`config.mk`:
```
export PLATFORM = sky130hd
export DESIGN_NAME = pc_mod
export DESIGN_NICKNAME = d
export VERILOG_FILES = /design/src/rtl/pc_mod.sv
export SDC_FILE = /design/constraint.sdc
export NUM_CORES = 1
export LEC_CHECK = 0
export CORE_UTILIZATION = 30
export DETAILED_ROUTE_END_ITERATION = 8
export PLACE_DENSITY = 0.69
export SLEW_MARGIN = 20
export SYNTH_ARGS = -nofsm -noshare
export SYNTH_HDL_FRONTEND = slang
export SYNTH_SLANG_ARGS = --single-unit
```
`constraint.sdc`:
```
create_clock -name clk -period 2.4 [get_ports clk]
set_clock_uncertainty 0.15 [all_clocks]
set_input_delay 0.36 -clock clk [delete_from_list [all_inputs] [get_ports clk]]
set_output_delay 0.36 -clock clk [all_outputs]
set_load 0.01 [all_outputs]
```
`src/rtl/pc_mod.sv`:
```
// Program counter for the ReTReO fetch stage: advances by one each clock,
// takes flag-conditioned PC-relative branches, and holds while flags are pending.
module pc_mod (
  input  logic       clk,
  input  logic       rst_n,
  input  logic [5:0] branch_loc,
  input  logic       stall_override,
  input  logic [6:0] dest,
  input  logic [2:0] branch_args,
  input  logic [2:0] comp,
  output logic [5:0] out
);

  logic       stall;
  logic       cond;
  logic       take;
  logic [5:0] next_pc;

  // Only dest[5] (flag writer) matters; the rest of the descriptor is not ours.
  logic unused_dest;
  assign unused_dest = ^{dest[6], dest[4:0]};

  assign stall = dest[5] & ~stall_override;

  always_comb begin
    cond = 1'b0;
    case (branch_args[1:0])
      2'b00:   cond = comp[1];
      2'b01:   cond = comp[0];
      2'b10:   cond = comp[2];
      default: cond = 1'b1;
    endcase
  end

  assign take = branch_args[2] & cond;

  // A 6-bit add of the offset is the same as adding its sign extension mod 64.
  always_comb begin
    next_pc = out + 6'd1;
    if (stall)
      next_pc = out;
    else if (take)
      next_pc = out + branch_loc;
  end

  always_ff @(posedge clk or negedge rst_n) begin
    if (!rst_n)
      out <= 6'd0;
    else
      out <= next_pc;
  end

endmodule

```
==> flow_summary.toml <==
[place]
io_buffers = 21
hpwl_um = 894.4
gp_congestion = 0.7427
place_area_um2 = 783.3

[layout]
design_area_um2 = 847.1
n_antenna_cell = 0
largestRegisters = "out: 6 flops"
drive_above_1_share = 0.3766
final_nets = 107
largest_reg_flops = 6
regMostFlops = "out"
final.fill_count = 128
seq_area_um2 = 150.1
multiInputGateArea_um2 = 379.1
fin_util = 0.5623
area_growth_pct = 76.76

[grt]
grt_pass1_wl_um = 1959
grt-ovfl-total = 0
grt_pass1_vias = 441
antenna_found_initial = 0
track_usage = 0.1568
grt_max_degree = 8

[clock_tree]
cts_tree = "done"
path_clk_slew_ns = 0.05
cts_sinks = 6
h-tree-depth = 1
insertion_delay_ns = 0.25
cts_buffers = 3
cts_buffer_depth = 2
clock-root-buffer = "clkbuf_4"
holdBufCountCts = 0

[sta]
rsz0062_at_grt = "no"
timing.final.crit_period_ns = 2.321
slew_headroom = 0.6422
whs_ns = 0.2132
fin_crit_sh = 0.9671
drv_slew = 0
hold_viol = 0
fmax_mhz = 430.8
tightest_slew_ns = 0.5356
finalSetupViolCount = 0
finalSetupTns_ns = 0

[power_and_ir_drop]
p_leak_nw = 0.3865
power_uw = 838.8
powerDensity_nw_per_um2 = 990.2
vdd_drop_max_mv = 0.5135

[synthesis]
synth_top_area_share = 0.3133
synth-seq-cells = 6
synthArstFlopShare = 1.000
synth.most_common_cell = "dfrtp_1"
synth_edf_count = 0
synth_adder_area_share = 0.1723
syn_avg_cell_area_um2 = 10.65
synthXorXnorAreaFrac = 0.07311
ys_top_cells_by_area = "dfrtp_1, ha_1, and2_2, mux2_2, a21oi_1"
muxShareOfSynthArea = 0.09922
synth_common_cells = "dfrtp_1, ha_1, a21oi_1, o21ai_0"
synth_seq_area_share = 0.3133
synth.largest_area_cell = "dfrtp_1"
ys_warn_count = 0
synth_fp_nets = 73
synthFlopType = "dfrtp_1"
synth_cells = 45
synth_compound_area_frac = 0.1880
ys_types = 22
synth_top_family_by_area = "compound AO/OA/AOI/OAI gates"
yosys.area_share.simple = 0.1462
synth.cell_area_um2 = 479.2

[route]
wl_um = 1188
drc_errors = 0
drtIter0Drc = 1
wl_per_cell_um = 12.77
firstDrtPassIters = 3
vias = 449
ant_nets = 0
avgViaCountPerCell = 4.828

[floorplan]
die_h_um = 41.97
io_pins = 28
rows = 14
fp.dieW_um = 41.97
core_um2 = 1506
initial_core_util = 0.3181
dieArea_um2 = 1761

[outcome]
status = "completed"

[critical_path]
path_class = "in -> reg"
endpoint_kind = "flop"
arrival_ns = 2.34
cp-start-kind = "input port"
crit_required_ns = 2.42
crit_fanout = 4

[job]
max_cap_viol_count = 0

[min_path]
hold_class = "in -> async"
==> routing by layer <==
layer | share of wire | routed length [um] | track usage
met5 | 0 | 0 | 0
met4 | 0.024 | 29 | 0.09677
met3 | 0.066 | 79 | 0.06087
met2 | 0.49 | 588 | 0.2438
met1 | 0.41 | 491 | 0.1793
==> path summary, 6_finish.rpt <==
check                        start  endpoint  slack, ns  depth (start not counted)
setup / recovery           comp[1]    out[5]       0.08                         10
hold / removal               rst_n    out[1]       0.21                          1
setup reg to reg            out[0]    out[4]       0.59                          6
hold reg to reg             out[5]    out[5]       0.33                          1
max in group asynchronous    rst_n    out[5]       1.66                          1
min in group clk            out[5]    out[5]       0.33                          1
==> cell families (layout without fill, tap and decap cells) <==
group	Yosys count	in the layout
AND/OR/NAND/NOR	11	11
adder cells (fa/ha/maj)	6	6
AO/OA/AOI/OAI	13	13
buffers and inverters	1	33
flip-flops	6	6
multiplexers	4	4
XOR/XNOR	4	4
==> report_power, final <==
part / switching [mW] / leakage [nW] / internal, mW
Sequential: 0.0600 / 0.0713 / 0.156
Combinational: 0.192 / 0.301 / 0.332
Clock: 0.0424 / 0.0138 / 0.0570
Total: 0.294 / 0.387 / 0.544
==> critical path, stage by stage <==
cell	delay, ns
clkdlybuf4s15_1	0.16
mux2_4	0.26
o221a_4	0.30
buf_6	0.12
buf_4	0.12
and2_1	0.15
ha_1	0.29
a21oi_1	0.20
mux2i_1	0.24
xnor2_1	0.14
==> final cells by class <==
cell class,count,area share
multi-input combinational,38,0.4476
sequential,6,0.1773
tap,16,0.02363
clock buffer,3,0.02659
timing repair buffer,30,0.3250
==> cell usage in the layout (no fill, tap or decap), types with 3 or more instances in the layout <==
cell and n:
nand2_1 3, clkbuf_4 3, buf_4 8, clkdlybuf4s50_1 15
ha_4 3, a21oi_1 3, dfrtp_1 6
==> metrics by stage <==
stage | worst slack [ns] | std cells
after floorplan | 0.03609 | 45
after global placement | -0.5407 | 89
after detailed placement | -0.5799 | 89
after CTS | 0.04017 | 92
after global routing | 0.0009290 | 93
final | 0.07895 | 93
==> what timing repair did <==
item                                    in CTS  in global routing
endpoints found under the setup margin       5                  2
hold endpoints to repair                     0                  0
buffers inserted                             0                  1
pin swaps                                    7                  8
gates resized for setup                     15                  7
No activity file was read; power rests on OpenSTA's default activity.
